File: src/rtl/muldiv_sequencer.sv
// muldiv_sequencer
//
// Iterative multiply/divide unit holding the architectural HI/LO registers.
// Executes MULTU/MULT/DIVU/DIV one bit per cycle (shift-add multiply,
// restoring divide) and services MTHI/MTLO writes. The controller talks to
// it through a start/busy/done handshake and uses stall to hold the
// pipeline while an operation is in flight.
//
// Ports:
//   clk, reset        clock (rising edge) and asynchronous active-high reset
//   start, op         issue an operation (00 MULTU, 01 MULT, 10 DIVU, 11 DIV)
//   a, b              rs / rt operands, sampled only on the accepting edge
//   hi_we, lo_we      MTHI / MTLO write enables, data on wdata
//   rd_req            MFHI / MFLO read in progress
//   hi, lo            HI / LO registers
//   busy              operation in flight
//   done              one-cycle pulse when an operation has written HI/LO
//   dbz               divide-by-zero flag of the most recent operation
//   stall             busy while the controller touches HI/LO or issues an op
//
// Build option: define MULDIV_EARLY_OUT_EN to let a multiply finish as soon
// as its remaining multiplier bits are all zero. Without it every operation
// except divide-by-zero takes WIDTH+1 cycles.

module muldiv_sequencer #(
    parameter int WIDTH = 32,
    parameter int CNT_W = 6
) (
    input  logic             clk,
    input  logic             reset,
    input  logic             start,
    input  logic [1:0]       op,
    input  logic [WIDTH-1:0] a,
    input  logic [WIDTH-1:0] b,
    input  logic             hi_we,
    input  logic             lo_we,
    input  logic [WIDTH-1:0] wdata,
    input  logic             rd_req,
    output logic [WIDTH-1:0] hi,
    output logic [WIDTH-1:0] lo,
    output logic             busy,
    output logic             done,
    output logic             dbz,
    output logic             stall
);

    typedef enum logic [1:0] {IDLE, RUN, FIX} state_t;

    state_t state, nextState;

    logic [1:0]         opReg;
    logic               isDbz;
    logic               negResult;
    logic               negRem;
    logic [2*WIDTH-1:0] accReg;
    logic [2*WIDTH-1:0] mcandReg;
    logic [WIDTH-1:0]   bReg;
    logic [CNT_W-1:0]   cnt;
    logic [WIDTH-1:0]   hiReg;
    logic [WIDTH-1:0]   loReg;
    logic               doneReg;
    logic               dbzReg;

    logic               accept;
    logic               divZero;
    logic               aNeg, bNeg;
    logic [WIDTH-1:0]   aMag, bMag;
    logic [2*WIDTH-1:0] mulSum;
    logic [WIDTH-1:0]   mplierRest;
    logic [WIDTH:0]     divShifted;
    logic [WIDTH:0]     divTrial;
    logic               divFits;
    logic [WIDTH-1:0]   divRem;
    logic [2*WIDTH-1:0] divNext;
    logic               lastStep;
    logic               earlyOut;
    logic               fixDone;
    logic [2*WIDTH-1:0] prodFix;
    logic [WIDTH-1:0]   quoFix, remFix;
    logic [WIDTH-1:0]   resHi, resLo;

    // Operand conditioning: signed ops work on magnitudes and fix the sign at the end.
    assign accept  = (state == IDLE) && start;
    assign divZero = op[1] && (b == '0);
    assign aNeg    = op[0] && a[WIDTH-1];
    assign bNeg    = op[0] && b[WIDTH-1];
    assign aMag    = aNeg ? (~a + WIDTH'(1)) : a;
    assign bMag    = bNeg ? (~b + WIDTH'(1)) : b;

    // One multiply step: add the shifted multiplicand when the current multiplier bit is set.
    assign mulSum     = accReg + (bReg[0] ? mcandReg : '0);
    assign mplierRest = bReg >> 1;

    // One restoring divide step on {remainder, dividend/quotient} held in accReg.
    assign divShifted = {accReg[2*WIDTH-1:WIDTH], accReg[WIDTH-1]};
    assign divTrial   = divShifted - {1'b0, bReg};
    assign divFits    = ~divTrial[WIDTH];
    assign divRem     = divFits ? divTrial[WIDTH-1:0] : divShifted[WIDTH-1:0];
    assign divNext    = {divRem, accReg[WIDTH-2:0], divFits};

    assign lastStep = (cnt == CNT_W'(WIDTH - 1));

`ifdef MULDIV_EARLY_OUT_EN
    assign earlyOut = ~opReg[1] && (mplierRest == '0);
`else
    assign earlyOut = 1'b0;
`endif

    // Sign correction applied in FIX. Quotient overflow (most negative / -1)
    // wraps back to the most negative value through the modular negation.
    assign prodFix = negResult ? (~accReg + (2*WIDTH)'(1)) : accReg;
    assign quoFix  = negResult ? (~accReg[WIDTH-1:0] + WIDTH'(1)) : accReg[WIDTH-1:0];
    assign remFix  = negRem ? (~accReg[2*WIDTH-1:WIDTH] + WIDTH'(1)) : accReg[2*WIDTH-1:WIDTH];

    // Result selection; a divide-by-zero already parked {a, all ones} in accReg.
    always_comb begin
        resHi = prodFix[2*WIDTH-1:WIDTH];
        resLo = prodFix[WIDTH-1:0];
        if (isDbz) begin
            resHi = accReg[2*WIDTH-1:WIDTH];
            resLo = accReg[WIDTH-1:0];
        end else if (opReg[1]) begin
            resHi = remFix;
            resLo = quoFix;
        end
    end

    // State register.
    always_ff @(posedge clk or posedge reset) begin
        if (reset) begin
            state <= IDLE;
        end else begin
            state <= nextState;
        end
    end

    // Next-state logic. Divide-by-zero spends two cycles in FIX so that it
    // completes two edges after acceptance, like the shortest early-out multiply.
    always_comb begin
        nextState = state;
        fixDone   = 1'b0;
        case (state)
            IDLE: begin
                if (start) begin
                    nextState = divZero ? FIX : RUN;
                end
            end
            RUN: begin
                if (lastStep || earlyOut) begin
                    nextState = FIX;
                end
            end
            FIX: begin
                if (!(isDbz && cnt == '0)) begin
                    nextState = IDLE;
                    fixDone   = 1'b1;
                end
            end
            default: nextState = IDLE;
        endcase
    end

    // Iteration datapath: latch operands on accept, then one step per RUN cycle.
    always_ff @(posedge clk or posedge reset) begin
        if (reset) begin
            opReg     <= '0;
            isDbz     <= 1'b0;
            negResult <= 1'b0;
            negRem    <= 1'b0;
            accReg    <= '0;
            mcandReg  <= '0;
            bReg      <= '0;
            cnt       <= '0;
        end else begin
            if (accept) begin
                opReg <= op;
                isDbz <= divZero;
                cnt   <= '0;
                if (divZero) begin
                    accReg    <= {a, {WIDTH{1'b1}}};
                    negResult <= 1'b0;
                    negRem    <= 1'b0;
                end else if (op[1]) begin
                    accReg    <= {{WIDTH{1'b0}}, aMag};
                    bReg      <= bMag;
                    negResult <= aNeg ^ bNeg;
                    negRem    <= aNeg;
                end else begin
                    accReg    <= '0;
                    mcandReg  <= {{WIDTH{1'b0}}, aMag};
                    bReg      <= bMag;
                    negResult <= aNeg ^ bNeg;
                    negRem    <= 1'b0;
                end
            end else if (state == RUN) begin
                cnt <= cnt + CNT_W'(1);
                if (opReg[1]) begin
                    accReg <= divNext;
                end else begin
                    accReg   <= mulSum;
                    mcandReg <= mcandReg << 1;
                    bReg     <= mplierRest;
                end
            end else if (state == FIX && !fixDone) begin
                cnt <= cnt + CNT_W'(1);
            end
        end
    end

    // Architectural HI/LO plus completion flags. MTHI/MTLO only land while idle;
    // an op accepted in the same cycle overwrites them later in FIX.
    always_ff @(posedge clk or posedge reset) begin
        if (reset) begin
            hiReg   <= '0;
            loReg   <= '0;
            doneReg <= 1'b0;
            dbzReg  <= 1'b0;
        end else begin
            doneReg <= fixDone;
            if (fixDone) begin
                hiReg  <= resHi;
                loReg  <= resLo;
                dbzReg <= isDbz;
            end else if (state == IDLE) begin
                if (hi_we) begin
                    hiReg <= wdata;
                end
                if (lo_we) begin
                    loReg <= wdata;
                end
            end
        end
    end

    assign hi    = hiReg;
    assign lo    = loReg;
    assign done  = doneReg;
    assign dbz   = dbzReg;
    assign busy  = (state != IDLE);
    assign stall = busy && (start || hi_we || lo_we || rd_req);

endmodule

File: config.mk
export PLATFORM = sky130hd
export DESIGN_NAME = muldiv_sequencer
export DESIGN_NICKNAME = d
export VERILOG_FILES = /design/src/rtl/muldiv_sequencer.sv
export SDC_FILE = /design/constraint.sdc
export NUM_CORES = 1
export LEC_CHECK = 0
export CAP_MARGIN = 30
export CORE_MARGIN = 2
export CORE_UTILIZATION = 54
export DETAILED_ROUTE_END_ITERATION = 7
export PLACE_DENSITY = 0.87
export SLEW_MARGIN = 5
export SYNTH_ARGS = -nofsm -noshare
export SYNTH_HDL_FRONTEND = slang
export SYNTH_SLANG_ARGS = --single-unit
File: constraint.sdc
create_clock -name clk -period 9.1 [get_ports clk]
set_input_delay 2.73 -clock clk [delete_from_list [all_inputs] [get_ports clk]]
set_output_delay 2.73 -clock clk [all_outputs]
set_load 0.01 [all_outputs]
==> run summary, run 1 <==
Status: complete, no violations
First-pass GRT wire length: 110,000 um
Die height: 197 um
R2r endpoint: accReg[56]$_DFFE_PP0P_
CTS tree: done
# DRC: 0
First DRT Iteration DRCs: 2,346
#FFs+latches synth: 238
Synth cell types: 80
RePlAce Congestion: 0.995
Final ANT Viol Nets: 0
Commonest non-fill, non-tap cell in the layout: nand2_1
Crit. End Element: primary output
Antenna violations before repair: 1
Worst path bufs/invs: 2
Pins Over Slew Limit: 0
Critical path's largest stage delay: 0.52 ns
Dominant synthesized flop cell: dfrtp_1
Buffers on Ports: 171
Post-synth EDFFs: 0
Critical path's top delay family: buffers and inverters
Vias per cell: 6.51
CTS sink cnt: 238
Fin. Hold Viols: 0
Hold_buf cts: 0
CP Depth: 4
Pint: 4.21 mW
Layout cells sized above 1: 0.0418
Via count: 21,000
Routed length per instance: 22.1 um
Longest Clk Path Bufs: 3
CTS H-tree lvls: 1
Crit Path Class: primary input to primary output
Clock Latency Late Sink: 0.59 ns
Max-Slew Margin vs Limit: 0.319
Die X-Extent: 197 um
Total power: 8.67 mW
DP HPWL: 53,200 um
IO Pins: 172
Maximum number of pins on one net before global-route repair: 199
Seq pwr share: 0.256
Async SR Flop Fraction: 1.00
Critical R2R Launch: bReg[0]$_DFFE_PP0P_
DRT Wirelength: 71,300 um
Clock Root Buffer: clkbuf_16
Worst path required time: 6.37 ns
Worst IR drop on VDD: 197 uV
Hold Crit Class: flop to flop
GRT met2 Usage: 0.551
Setup violations, final: 0
Lkg Pwr: 9.55 nW
Vias in the first global route: 19,800
Critical path data arrival time: 4.22 ns
CP most frequent cell: clkdlybuf4s50_1
Period utilization: 0.764
Starting Density: 0.551
Post-CTS resize count: 0
Grt peak-use layer: met2
Clock power frac: 0.131
Commonest non-fill, non-tap cells in the layout: nand2_1, o21ai_0, a21oi_1
Die area: 39,000 um^2
Fmax: 0.144 GHz
Total global-route track usage: 0.359
Global routing usage on met1: 0.488
Sequential element share of the synthesized area: 0.295
Min Tclk post-route: 6.95 ns
Core ar.: 36,700 um^2
Cells after Synth: 2,665
Switching pwr: 4.46 mW
Mapped Nets: 2,872
Worst reg-to-reg path cell count: 14
Pwr Density: 374 nW/um^2
Clk pin slew, worst setup/hold paths: 0.06 ns
Area grow syn2layout: 14.8%
Fin nets: 2,939
Critical-path top delay cell: clkdlybuf4s50_1
TritonCTS Buffers: 28
Worst setup path startpoint: start
Worst Setup EP: stall
FP Rows: 70
Worst path cell trace: clkdlybuf4s50_1 -> nor4_1 -> nor2_1 -> clkdlybuf4s50_1
Flop-to-flop setup slack: 3.94 ns
Max Clock Skew: 0.0244 ns
Crit-path max FO: 4
Syn Area/Cell: 7.58 um^2
Switching Fraction: 0.514
Worst setup SP type: primary input
Total congestion overflow: 0
Logic pwr share: 0.613
Max Cap Viol: 0
Setup bufs post-CTS: 0
Pre-antenna DRT Iters: 8
Synthesis Warnings: 0
RSZ-0062 raised after global routing: false
Final TNS setup: 0 ns
M3 GR Usage: 0.0751
Cell area after synthesis: 20,200 um^2
Worst Tran Pin Value: 1.02 ns
[worst register-to-register path: stages (launching register included)]
cell	delay, ns
dfrtp_2	0.39
buf_4	0.26
and2_1	0.37
ha_1	0.21
fa_1	0.43
a211oi_1	0.39
o21bai_1	0.14
a21oi_1	0.43
o31ai_1	0.26
a311oi_1	0.85
o21ba_2	0.33
o21ai_0	0.22
a31oi_1	0.26
xor2_1	0.32
a221oi_1	0.14
[per-layer routing]
layer	vias up	part of all wire
met5	-	0
met4	0	0.050
met3	249	0.11
met2	1230	0.43
met1	9872	0.41
li1	9634	-
[state kept, by name, indices dropped and copies added, names as in the netlist, 2 cells and up]
register  count
lo           32
state         2
hi           32
accReg       64
mcandReg     64
cnt           6
bReg         32
[how the worst min path moves through the flow]
stage               slack [ns]  depth (start not counted)                      from                       end
floorplan                 0.45                          2       bReg[1]$_DFFE_PP0P_       bReg[1]$_DFFE_PP0P_
CTS                       0.49                          2      bReg[28]$_DFFE_PP0P_      bReg[28]$_DFFE_PP0P_
global placement          0.46                          2           dbz$_DFFE_PP0P_           dbz$_DFFE_PP0P_
global route              0.53                          2  mcandReg[63]$_DFFE_PP0P_  mcandReg[63]$_DFFE_PP0P_
detailed placement        0.48                          2      bReg[28]$_DFFE_PP0P_      bReg[28]$_DFFE_PP0P_
finish                    0.49                          2      bReg[28]$_DFFE_PP0P_      bReg[28]$_DFFE_PP0P_
[through the flow]
stage | hold WS [ns] | setup WS (ns) | util | instance area [um^2] | cells
6_report | 0.488 | 2.15 | 0.632 | 23200 | 3222
3_5_place_dp | 0.475 | 2.21 | 0.605 | 22200 | 3166
2_1_floorplan | 0.450 | 3.25 | - | 20200 | 2665
5_1_grt | 0.525 | 2.10 | 0.632 | 23200 | 3220
3_3_place_gp | 0.464 | 2.21 | 0.603 | 22100 | 3163
4_1_cts | 0.489 | 2.21 | 0.629 | 23100 | 3216
[kinds of logic (layout without fill, tap and decap cells)]
| family | after synthesis | count (layout) | synth area share |
|---|---|---|---|
| and+or+nand+nor | 893 | 893 | 0.203 |
| buffers and inverters | 243 | 330 | 0.0462 |
| other | 0 | 2 | 0 |
| muxes | 73 | 73 | 0.0362 |
| DFF | 238 | 238 | 0.295 |
| xor gates and xnor gates | 196 | 196 | 0.0849 |
| AOI/OAI and AO/OA | 919 | 919 | 0.270 |
| adders and majority gates | 103 | 103 | 0.0645 |
[layout make-up]
cell class | instances | area (um^2)
Inverter | 79 | 300
Timing Repair Buffer | 201 | 2060
Tap cell | 468 | 586
Clock inverter | 14 | 149
Clock buffer | 36 | 761
Antenna cell | 2 | 5.00
Fill cell | 3176 | 13500
Multi-Input combinational cell | 2184 | 13400
Sequential cell | 238 | 5960
[cells in the mapped netlist (all sizes together) (4+ instances only)]
library cell,number,area [um^2]
nand2,382,1430
o41ai,10,95.1
a41oi,4,35.0
nand2b,15,93.8
nor3,51,255
and3,12,75.1
nand4,22,138
xor2,101,885
a31oi,23,144
dfrtp,238,5960
xnor2,95,832
or2,7,43.8
o31ai,35,263
nand3,32,160
nor4,20,125
a21boi,7,52.6
inv,79,297
or3,28,180
o22ai,9,62.6
clkbuf,136,510
a221oi,13,114
buf,28,126
o211ai,28,210
o21bai,20,150
o21a,17,128
and4,4,35.0
nor2b,15,93.8
a211oi,33,258
a21oi,300,1500
o21ai,315,1580
mux2i,72,721
a221o,5,50.1
a31o,6,52.6
ha,101,1260
or4,14,109
nor2,204,766
o31a,7,61.3
a21o,52,390
and2,74,463
o2111ai,5,43.8
[power groups by stage]
| stage | registers (mW) | clock network (mW) | logic [mW] |
|---|---|---|---|
| after floorplan | 1.92 | 0 | 3.64 |
| after global placement | 2.15 | 0 | 5.00 |
| after detailed placement | 2.18 | 0 | 5.13 |
| after CTS | 2.16 | 1.15 | 5.17 |
| after global routing | 2.24 | 1.18 | 5.79 |
| final | 2.22 | 1.14 | 5.31 |
No activity file was read; power rests on OpenSTA's default activity.
==> inputs of run 2 (changes only) <==
Clock period 9.1 ns to 5.6 ns, I/O delays scaled along.
==> run 2 against run 1 <==
Flip-flop and latch count is the same. Count of clock-buffer cells in the layout unchanged. Critical path depth did not move. Wire length is 2.2% higher. Core utilization rose by 0.98 points. Highest routed layer is now met5. Combinational power increased by 71%. Critical endpoint unchanged. Sequential share of layout area shrank 0.39 points. First-iteration DRC count shrank 8.1%. Register-to-register slack got worse by 2.9 ns.
==> run summary, run 2 (synthesized netlist as in run 1, its figures left out) <==
Status: complete, no violations (unchanged)
Pwr Density: 618 nW/um^2 (was 374 nW/um^2)
RePlAce Congestion: 0.994 (was 0.995)
R2r endpoint: accReg[35]$_DFFE_PP0P_ (was accReg[56]$_DFFE_PP0P_)
TritonCTS Buffers: 29 (was 28)
Lkg Pwr: 9.76 nW (was 9.55 nW)
Critical path data arrival time: 3.09 ns (was 4.22 ns)
Core ar.: 36,700 um^2 (unchanged)
First-pass GRT wire length: 113,000 um (was 110,000 um)
# DRC: 0 (unchanged)
Min Tclk post-route: 4.77 ns
Total congestion overflow: 0 (unchanged)
Commonest non-fill, non-tap cells in the layout: nand2_1, o21ai_0, a21oi_1 (unchanged)
Largest regs: accReg: 64 flops, mcandReg: 64 flops (unchanged)
Fin. Hold Viols: 0 (unchanged)
Max-Slew Margin vs Limit: 0.406 (was 0.319)
Via count: 21,100 (was 21,000)
IO Pins: 172 (unchanged)
Post-Place Cell Area: 22,400 um^2 (was 22,200 um^2)
Hold path start: dbz$_DFFE_PP0P_ (was bReg[28]$_DFFE_PP0P_)
Vias per cell: 6.49 (was 6.51)
Hold_buf cts: 0 (unchanged)
Critical-path top delay cell: clkdlybuf4s50_1 (unchanged)
Area grow syn2layout: 16.5% (was 14.8%)
Hold Crit Endpoint: dbz$_DFFE_PP0P_ (was bReg[28]$_DFFE_PP0P_)
Worst path required time: 3.92 ns (was 6.37 ns)
Pre-antenna DRT Iters: 8 (unchanged)
Crit Path Class: primary input to primary output (unchanged)
CP most frequent cell: clkdlybuf4s50_1 (unchanged)
CTS tree: done (unchanged)
Worst hold path depth: 2 (unchanged)
Worst setup SP type: primary input (unchanged)
Pins Over Slew Limit: 0 (unchanged)
Fmax: 0.209 GHz
Critical path's top delay family: buffers and inverters (unchanged)
Antenna violations before repair: 2 (was 1)
Period utilization: 0.853
CTS H-tree lvls: 1 (unchanged)
Setup violations, final: 0 (unchanged)
Die height: 197 um (unchanged)
Dpl cells: 3,196 (was 3,166)
Routed length per instance: 22.4 um (was 22.1 um)
Crit-path max FO: 4 (unchanged)
Critical path's largest stage delay: 0.53 ns (was 0.52 ns)
Starting Density: 0.551 (unchanged)
Max Clock Skew: 0.0281 ns (was 0.0244 ns)
Vias in the first global route: 20,200 (was 19,800)
Die area: 39,000 um^2 (unchanged)
Layout cells sized above 1: 0.0529 (was 0.0418)
DP HPWL: 55,500 um (was 53,200 um)
Setup bufs post-CTS: 0 (unchanged)
Finished Layout Cells: 3,250 (was 3,222)
Final TNS setup: 0 ns (unchanged)
Worst IR drop on VDD: 444 uV (was 197 uV)
Maximum number of pins on one net before global-route repair: 164 (was 199)
Max Cap Viol: 0 (unchanged)
Hold Crit Class: flop to flop (unchanged)
DRT Wirelength: 72,900 um (was 71,300 um)
Flop-to-flop setup slack: 1.04 ns (was 3.94 ns)
Total power: 14.5 mW (was 8.67 mW)
First DRT Iteration DRCs: 2,157 (was 2,346)
RSZ-0062 raised after global routing: false (unchanged)
Total global-route track usage: 0.369 (was 0.359)
Buffers on Ports: 171 (unchanged)
Fin nets: 2,969 (was 2,939)
Worst path cell trace: clkdlybuf4s50_1 -> nor4_1 -> nor2_1 -> clkdlybuf4s50_1 (unchanged)
CTS sink cnt: 238 (unchanged)
Final ANT Viol Nets: 0 (unchanged)
Commonest non-fill, non-tap cell in the layout: nand2_1 (unchanged)
Worst reg-to-reg path cell count: 15 (was 14)
Critical R2R Launch: bReg[0]$_DFFE_PP0P_ (unchanged)
Worst path bufs/invs: 2 (unchanged)
Worst Tran Pin Value: 0.888 ns (was 1.02 ns)
Die X-Extent: 197 um (unchanged)
Clock Root Buffer: clkbuf_16 (unchanged)
Crit. End Element: primary output (unchanged)
Post-CTS resize count: 0 (unchanged)
Post-route cell area: 23,600 um^2 (was 23,200 um^2)
Longest Clk Path Bufs: 3 (unchanged)
FP Rows: 70 (unchanged)
Clock Latency Late Sink: 0.60 ns (was 0.59 ns)
Clk pin slew, worst setup/hold paths: 0.06 ns (about the same)
==> run 2: cell types whose count changed in the layout (fill, tap and decap cells not counted), moves of 2 or more <==
| cell | delta |
|---|---|
| bufinv_16 | +4 |
| buf_12 | +5 |
| clkinv_2 | -2 |
| clkinv_4 | -2 |
| clkbuf_8 | +2 |
| buf_16 | -3 |
| buf_4 | +28 |
| clkbuf_1 | -3 |
==> run 2: worst register-to-register path, stage by stage, from the launching register on <==
cell and delay [ns]:
dfrtp_2 0.46, buf_4 0.25, ha_1 0.31, inv_1 0.08
fa_1 0.23, a211oi_1 0.11, o211ai_1 0.26, or4b_2 0.67
a21oi_1 0.57, nor3_1 0.16, a211oi_4 0.27, buf_12 0.28
mux2i_1 0.38, nor2_1 0.10, a211oi_1 0.24, nor3_1 0.06
==> run 2: power breakdown <==
| group | internal [mW] | switching [mW] | leakage, nW |
|---|---|---|---|
| sequential | 2.43 | 0.899 | 3.02 |
| clock | 1.29 | 0.822 | 0.515 |
| combinational | 3.48 | 5.62 | 6.23 |
| total | 7.21 | 7.34 | 9.76 |
==> run 2: final cells by class <==
type	instances	area (um^2)
tap	468	586
antenna	1	2.50
clock buffer	36	802
inverter	79	300
fill	3145	13100
sequential	238	5960
clock inverter	14	245
timing repair buffer	230	2290
multi-input combinational	2184	13400
==> run 2: per-layer routing <==
layer,track usage,routed length [um],vias up
met3,0.0700,7290,226
li1,-,-,9692
met5,0,32,-
met2,0.585,32100,1175
met1,0.491,30200,10000
met4,0.159,3280,4
==> run 2: metrics by stage <==
| step | utilization | worst slack, ns | hold slack, ns |
|---|---|---|---|
| final | 0.642 | 0.826 | 0.484 |
| after global routing | 0.642 | 0.686 | 0.518 |
| after CTS | 0.640 | 0.817 | 0.486 |
| after detailed placement | 0.612 | 0.323 | 0.471 |
| after global placement | 0.611 | 0.452 | 0.459 |
| after floorplan | - | 0.800 | 0.450 |
==> run 2: how the worst max path moves through the flow <==
stage                             endpoint   from  cells past startpoint
global placement    accReg[37]$_DFFE_PP0P_   b[7]                      9
global route        accReg[56]$_DFFE_PP0P_   b[7]                      9
CTS                                  stall  start                      4
detailed placement  accReg[62]$_DFFE_PP0P_   b[7]                      9
floorplan            accReg[0]$_DFFE_PP0P_  reset                      1
finish                               stall  start                      4
